**src/rtl/cpu_pkg.sv**
```systemverilog
// Shared CPU definitions: instruction memory geometry and program loader state encoding.
package cpu_pkg;

    localparam int unsigned INSTR_W     = 16;
    localparam int unsigned IMEM_DEPTH  = 1024;
    localparam int unsigned IMEM_ADDR_W = 10;

    typedef enum logic [2:0] {
        StIdle,
        StLenHi,
        StLenLo,
        StDataHi,
        StDataLo,
        StCheck,
        StDone,
        StErr
    } loader_state_e;

endpackage

```
**src/rtl/prog_loader_cksum.sv**
```systemverilog
// 8-bit running XOR of frame bytes; clear wins over enable.
module prog_loader_cksum
    import cpu_pkg::*;
(
    input  logic       clock,
    input  logic       reset,
    input  logic       clear,
    input  logic       enable,
    input  logic [7:0] data,
    output logic [7:0] value
);

    logic [7:0] sum_q;
    logic [7:0] sum_d;

    always_comb begin
        sum_d = sum_q;
        if (clear) begin
            sum_d = 8'h00;
        end else if (enable) begin
            sum_d = sum_q ^ data;
        end
    end

    always_ff @(posedge clock) begin
        if (reset) begin
            sum_q <= 8'h00;
        end else begin
            sum_q <= sum_d;
        end
    end

    assign value = sum_q;

endmodule

```
**src/rtl/prog_loader.sv**
```systemverilog
// Byte-stream loader: parses a length-prefixed, XOR-checked frame into instruction memory
// and holds the CPU until a verified program is resident.
module prog_loader
    import cpu_pkg::*;
#(
    parameter int unsigned ADDR_W = IMEM_ADDR_W,
    parameter int unsigned DEPTH  = IMEM_DEPTH
) (
    input  logic               clock,
    input  logic               reset,
    input  logic               start,
    input  logic [7:0]         in_byte,
    input  logic               in_valid,
    output logic               in_ready,
    output logic               mem_we,
    output logic [ADDR_W-1:0]  mem_addr,
    output logic [INSTR_W-1:0] mem_wdata,
    output logic               cpu_hold,
    output logic               done,
    output logic               error,
    output logic [ADDR_W:0]    words_loaded
);

    loader_state_e      state_q, state_d;
    logic [15:0]        len_q, len_d;
    logic [7:0]         hi_q, hi_d;
    logic [ADDR_W-1:0]  addr_q, addr_d;
    logic [INSTR_W-1:0] wdata_q, wdata_d;
    logic               we_q, we_d;
    logic [ADDR_W:0]    wl_q, wl_d;

    logic        transfer;
    logic        ck_clear;
    logic        ck_en;
    logic [7:0]  ck_value;
    logic [15:0] len_new;
    logic        len_bad;
    logic        last_word;

    assign in_ready = state_q inside {StLenHi, StLenLo, StDataHi, StDataLo, StCheck};
    assign transfer = in_valid && in_ready;

    assign len_new   = {len_q[15:8], in_byte};
    assign len_bad   = (len_new == 16'h0000) || (32'(len_new) > DEPTH);
    // words_loaded still holds the pre-write count when the LO byte is accepted
    assign last_word = (32'(wl_q) + 32'd1) == 32'(len_q);

    always_comb begin
        state_d  = state_q;
        len_d    = len_q;
        hi_d     = hi_q;
        addr_d   = addr_q;
        wdata_d  = wdata_q;
        we_d     = 1'b0;
        wl_d     = wl_q;
        ck_clear = 1'b0;
        ck_en    = 1'b0;

        // Address and count advance at the end of the strobe cycle; N==DEPTH wraps to 0.
        if (we_q) begin
            addr_d = addr_q + ADDR_W'(1);
            wl_d   = wl_q + (ADDR_W + 1)'(1);
        end

        unique case (state_q)
            StIdle, StDone, StErr: begin
                if (start) begin
                    state_d  = StLenHi;
                    ck_clear = 1'b1;
                    wl_d     = '0;
                    addr_d   = '0;
                end
            end
            StLenHi: begin
                if (transfer) begin
                    len_d[15:8] = in_byte;
                    ck_en       = 1'b1;
                    state_d     = StLenLo;
                end
            end
            StLenLo: begin
                if (transfer) begin
                    len_d[7:0] = in_byte;
                    ck_en      = 1'b1;
                    state_d    = len_bad ? StErr : StDataHi;
                end
            end
            StDataHi: begin
                if (transfer) begin
                    hi_d    = in_byte;
                    ck_en   = 1'b1;
                    state_d = StDataLo;
                end
            end
            StDataLo: begin
                if (transfer) begin
                    wdata_d = {hi_q, in_byte};
                    we_d    = 1'b1;
                    ck_en   = 1'b1;
                    state_d = last_word ? StCheck : StDataHi;
                end
            end
            StCheck: begin
                if (transfer) begin
                    state_d = (in_byte == ck_value) ? StDone : StErr;
                end
            end
            default: state_d = StIdle;
        endcase
    end

    always_ff @(posedge clock) begin
        if (reset) begin
            state_q <= StIdle;
            len_q   <= '0;
            hi_q    <= '0;
            addr_q  <= '0;
            wdata_q <= '0;
            we_q    <= 1'b0;
            wl_q    <= '0;
        end else begin
            state_q <= state_d;
            len_q   <= len_d;
            hi_q    <= hi_d;
            addr_q  <= addr_d;
            wdata_q <= wdata_d;
            we_q    <= we_d;
            wl_q    <= wl_d;
        end
    end

    prog_loader_cksum u_cksum (
        .clock  (clock),
        .reset  (reset),
        .clear  (ck_clear),
        .enable (ck_en),
        .data   (in_byte),
        .value  (ck_value)
    );

    // A strobe coinciding with reset must not reach memory
    assign mem_we       = we_q && !reset;
    assign mem_addr     = addr_q;
    assign mem_wdata    = wdata_q;
    assign words_loaded = wl_q;
    assign done         = (state_q == StDone);
    assign error        = (state_q == StErr);
    assign cpu_hold     = (state_q != StDone);

endmodule
```
**config.mk**
```make
export PLATFORM = sky130hd
export DESIGN_NAME = prog_loader
export DESIGN_NICKNAME = d
export VERILOG_FILES = /design/src/rtl/cpu_pkg.sv /design/src/rtl/prog_loader_cksum.sv /design/src/rtl/prog_loader.sv
export SDC_FILE = /design/constraint.sdc
export NUM_CORES = 1
export LEC_CHECK = 0
export ABC_AREA = 1
export BUFFER_PORTS_ARGS = -buffer_cell sky130_fd_sc_hd__buf_2
export CAP_MARGIN = 25
export CORE_MARGIN = 2
export CORE_UTILIZATION = 61
export CTS_CLUSTER_DIAMETER = 60
export DETAILED_ROUTE_END_ITERATION = 10
export PLACE_DENSITY = 0.88
export SKIP_LAST_GASP = 1
export SLEW_MARGIN = 20
export SYNTH_ARGS = -nofsm -noshare
export SYNTH_HDL_FRONTEND = slang
export SYNTH_SLANG_ARGS = --single-unit
```
**constraint.sdc**
```tcl
create_clock -name clock -period 3.4 [get_ports clock]
set_input_delay 0.68 -clock clock [delete_from_list [all_inputs] [get_ports clock]]
set_output_delay 0.68 -clock clock [all_outputs]
set_load 0.02 [all_outputs]
```
* Word-level counts from Yosys, hierarchy flattened
Index checks and enable logic that the tools add are counted.
Operators by class: add/sub/neg operators 3, order comparisons 1, equal/unequal tests 16, mux-type cells 20, bitwise gates (word level) 2, reduce and logical (&&, ||, !) cells 16
Operator list (count):
- 11-bit two-way mux | 3
- 10-bit two-way mux | 3
- 3-bit two-way mux | 8
- 3-bit case mux with 6 select lines | 1
- 12-bit by 16-bit == test with 1-bit output | 1
- 16-bit by 11-bit greater-than comparator with 1-bit output, second input constant | 1
- 16-bit zero test | 1
- 11-bit by 1-bit adder with 12-bit output, second input constant | 1
- 3-bit == test, second input constant | 4
- 2-bit inequality test, second input constant | 6
- 11-bit by 1-bit adder with 11-bit output, second input constant | 1
- 10-bit by 1-bit adder with 10-bit output, second input constant | 1
- 8-bit == test | 1
- 2-bit AND reduction | 4
- 8-bit XOR | 1
- 3-bit by 2-bit == test with 1-bit output, second input constant | 2
- 6-bit AND reduction | 1
- 1-bit two-way mux | 5
- 5-bit nonzero test | 1
- 2-bit OR reduction | 2
- 4-bit OR reduction | 1
- 3-bit by 1-bit == test with 1-bit output, second input constant | 1
- 3-bit zero test | 1
- 3-bit inequality test, second input constant | 1
- other kinds (5) | 6
Word-level totals: register bits 73, output and inout bits 42

* Logic depth before layout (Yosys ltp)
depth in word-level cells 5, depth in mapped cells 15

* Hierarchy
A second synthesis with hierarchy kept.
Unflattened totals: cell total of the unflattened synthesis 519, area, all modules 3607.2 um2
Modules (own cells, without submodules):
- prog_loader | times used 1, cells each 476, area each 3250.6 um2, seq. area each 1301.2 um2
- prog_loader_cksum | times used 1, cells each 43, area each 356.6 um2, seq. area each 160.2 um2

* Worst setup path before layout
Ideal clock, no wire load.
path kind in2out, start input reset, end output mem_we, arrival 1170 ps, required time 2720 ps, path slack 1550 ps, stages on the path 2, cells stage by stage clkbuf_1 -> nor2_1
On the way: word-level cells in the longest chain between the ends 2
RTL lines:
- from (decl) | RTL line prog_loader.sv:10 | input logic reset,
- 1-bit zero test | RTL line prog_loader.sv:142 | assign mem_we = we_q && !reset;
- 1-bit logical AND | RTL line prog_loader.sv:142
- to (decl) | RTL line prog_loader.sv:15 | output logic mem_we,
No other way between the ends.

* Worst setup path in the final report
start register we_q, end output mem_we
On the way: word-level cells in the longest chain between the ends 1
RTL lines:
- from (decl) | RTL line prog_loader.sv:29 | logic we_q, we_d;
- from (signal assigned) | RTL line prog_loader.sv:127 | we_q <= we_d;
- 1-bit logical AND | RTL line prog_loader.sv:142
No other way between the ends.

==> flow_summary_export.csv <==
group,metric,value,unit
yosys,synth.distinct_cells,34,
grt,grt_pass1_wl,14.22,mm
yosys,synth-edff-count,0,
yosys,yosys_warnings,0,
cts,ctsResizeCount,0,
cts,hold_buffers,0,
drt,wirelength,8.520,mm
cts,cts_tree,"yes",
yosys,syn_area,0.003441,mm^2
power,leakage,1.750,nW
sta,slew_headroom,0.5559,
min_path,min_path_cells,2,
sta,whs,0.4624,ns
sta,fin_crit_sh,0.7117,
cts,cts_inserted_buffers,9,
sta,report.final.hold_viol_count,0,
layout,drive_gt1_frac,0.1538,
yosys,seq_area_frac_synth,0.4247,
sta,rsz0062_at_grt,"no",
grt,grt_pass1_vias,3094,
worst_setup_path,crit_type,"register to output port",
worst_setup_path,required,2.72,ns
drt,initialDrtViolationCount,215,
worst_setup_path,critPathBufInv,2,
yosys,avgSynthCellArea,6.993,um^2
yosys,yosysTopAreaCellShare,0.4247,
drt,wl_per_cell,13.79,um
worst_setup_path,crit_path_end_kind,"output port",
die,die_h,79.11,um
min_path,min_path_type,"register to register",
cts,cts.sinks,73,
drt,via_per_inst,5.591,
die,io_pins,54,
worst_setup_path,reg2reg_from,"state_q[2]",
cts,cts_setup_buffers,0,
cts,clockRootBuffer,"clkbuf_8",
worst_setup_path,worst_r2r_path_depth,8,
worst_setup_path,path_depth,3,
die,coreArea,0.005473,mm^2
yosys,synthArstFlopShare,0,
drt,ant_nets,0,
yosys,synth_top_flop_cell,"dfxtp_1",
die,chipWidth,79.11,um
yosys,synth_nets,507,
worst_setup_path,regToRegSetupSlack,1.31,ns
grt,antenna_found_initial,0,
yosys,synth_top_cell_by_area,"dfxtp_1",
cts,clk_latency,0.36,ns
placed_design,port-buffer-count,53,
cts,clkTransAtPathRegs,0.08,ns
layout,synthToLayoutAreaGrowth,14.11,%
min_path,hold_end,"mem_wdata[14]",
placed_design,gp_congestion,0.9781,
power,p_per_area,458.1,mW/mm^2
cts,cts_max_level,3,
layout,nFillCells,472,
layout,stdcell_area,0.003926,mm^2
drt,dr.pass1.iters,5,
layout,finalNetCount,556,
yosys,synth_seq_cells,73,
layout,final_cells,618,
flow_run,drv_cap,0,
placed_design,dpl_cell_area,0.003736,mm^2
worst_setup_path,start_kind,"register",
die,fp.dieArea,0.006258,mm^2
worst_setup_path,worstPathMaxFanout,22,
cts,ctsLongestPathBuffers,2,
worst_setup_path,r2r_end,"words_loaded[10]",
sta,drv_slew,0,
drt,drc,0,
grt,grt_usage,0.2897,
sta,finClkSkew,0.01057,ns
placed_design,dpl.hpwl,6.164,mm
sta,final.setup.tns,0,ns
placed_design,dp.cells,602,
worst_setup_path,cp_cell_sequence,"inv_1, nor2_1, buf_2",
worst_setup_path,arrival,1.74,ns
worst_setup_path,slowest_stage,"dfxtp_1",
grt,grt_overflow,0,
layout,diodes,0,
run_status,status,"completed",
worst_setup_path,slowest_delay,0.74,ns
sta,min_period,2.420,ns
grt,grt_max_degree,25,
yosys,ys_top_cells_by_area,"dfxtp_1 (42%), nand2_1 (9.3%), nor2_1 (8.9%)",
die,start_util,0.6287,
yosys,syn_inst,492,
worst_setup_path,critPathTopFamily,"flip-flops",
sta,worst_pin_slew,0.6662,ns
die,num_rows,27,
power,vdd_ir_drop_max,0.3656,mV
drt,num_vias,3455,
sta,max_freq,0.4133,GHz
min_path,worstHoldStart,"mem_wdata[14]",
sta,setup_viol,0,
-- worst register-to-register path: stages (launching register included) --
cell     delay, ns
dfxtp_1       0.51
inv_1         0.12
a21oi_1       0.21
inv_1         0.07
a21oi_2       0.55
inv_2         0.25
a21oi_1       0.17
o21ai_0       0.10
inv_1         0.06
-- cell families after synthesis --
logic type	count (synthesis)	synth area share
XOR/XNOR	12	0.03055
flip-flops	73	0.4247
adder cells (fa/ha/maj)	3	0.01091
AND/OR/NAND/NOR	233	0.2964
buffers and inverters	67	0.07527
AO/OA/AOI/OAI	104	0.1622
-- per-layer routing --
metal  global-route usage  routed length (um)  part of all wire
met5                    0                   0                 0
met4               0.1310                 324             0.038
met3              0.06250                 540             0.063
met2               0.4644                3886              0.46
met1               0.3749                3768              0.44
-- Yosys cell counts, types with 2 or more instances --
cell type,n
o21bai_1,2
o21ai_0,45
nor2_1,82
a31oi_1,3
nand3b_1,2
ha_1,3
inv_1,50
o21a_1,3
dfxtp_1,73
xor2_1,12
nor2_2,2
buf_2,6
a21oi_1,43
nor3_1,5
nand2_4,2
nor2_4,2
a21oi_2,2
nand3_1,41
nand2_1,85
nand4_1,2
a211oi_1,2
nor4_1,2
and3_1,2
nand2_2,2
clkbuf_1,10
-- worst max-delay path by stage --
stage	start	to	slack [ns]
floorplan	reset	mem_we	1.55
CTS	we_q	mem_we	1.0
global route	we_q	mem_we	0.87
finish	we_q	mem_we	0.98
global placement	reset	words_loaded[10]	1.34
detailed placement	reset	mem_addr[6]	1.33
-- layout by cell type (no fill, tap or decap), types with 2 or more instances in the layout --
cell / instances
clkbuf_8: 11
ha_1: 3
a31oi_1: 3
dfxtp_1: 73
nand3_1: 41
a211oi_1: 2
nand4_1: 2
nor2_4: 2
a21oi_1: 43
nand2_4: 2
nand2_1: 85
and3_1: 2
o21bai_1: 2
xor2_1: 12
nand2_2: 2
o21a_1: 3
clkinvlp_4: 4
nor4_1: 2
nor2_1: 82
a21oi_2: 2
o21ai_0: 45
inv_1: 50
buf_2: 53
nand3b_1: 2
nor2_2: 2
nor3_1: 5
-- sequential cells by signal (all words and copies together), names as in the netlist --
| signal | cells |
|---|---|
| len_q | 16 |
| words_loaded | 11 |
| hi_q | 8 |
| mem_wdata | 16 |
| we_q | 1 |
| mem_addr | 10 |
| state_q | 3 |
| u_cksum.value | 8 |
-- per-stage QoR --
step | worst slack [ns] | utilization | power, mW
floorplan | 1.550 | - | 1.102
global placement | 1.343 | 0.6827 | 1.157
finish | 0.9804 | 0.7174 | 1.799
detailed placement | 1.326 | 0.6827 | 1.164
global route | 0.8699 | 0.7174 | 1.881
CTS | 0.9975 | 0.7174 | 1.807
-- final cells by class --
| type | count | area, um^2 | share of cell area |
|---|---|---|---|
| clock buffers | 11 | 151.4 | 0.03856 |
| well taps | 72 | 90.09 | 0.02294 |
| clock inverters | 5 | 38.79 | 0.009879 |
| inverters | 51 | 191.4 | 0.04876 |
| flip-flops and latches | 73 | 1461 | 0.3722 |
| repair buffers | 54 | 272.8 | 0.06947 |
| multi-input cells | 352 | 1720 | 0.4382 |
-- where the power goes --
part           leakage [nW]  switching [mW]  internal [mW]
Combinational          1.08           0.160         0.0748
Clock                0.0842           0.340          0.307
Sequential            0.590          0.0289          0.888
Note: power is estimated with default switching activity, not from simulation.
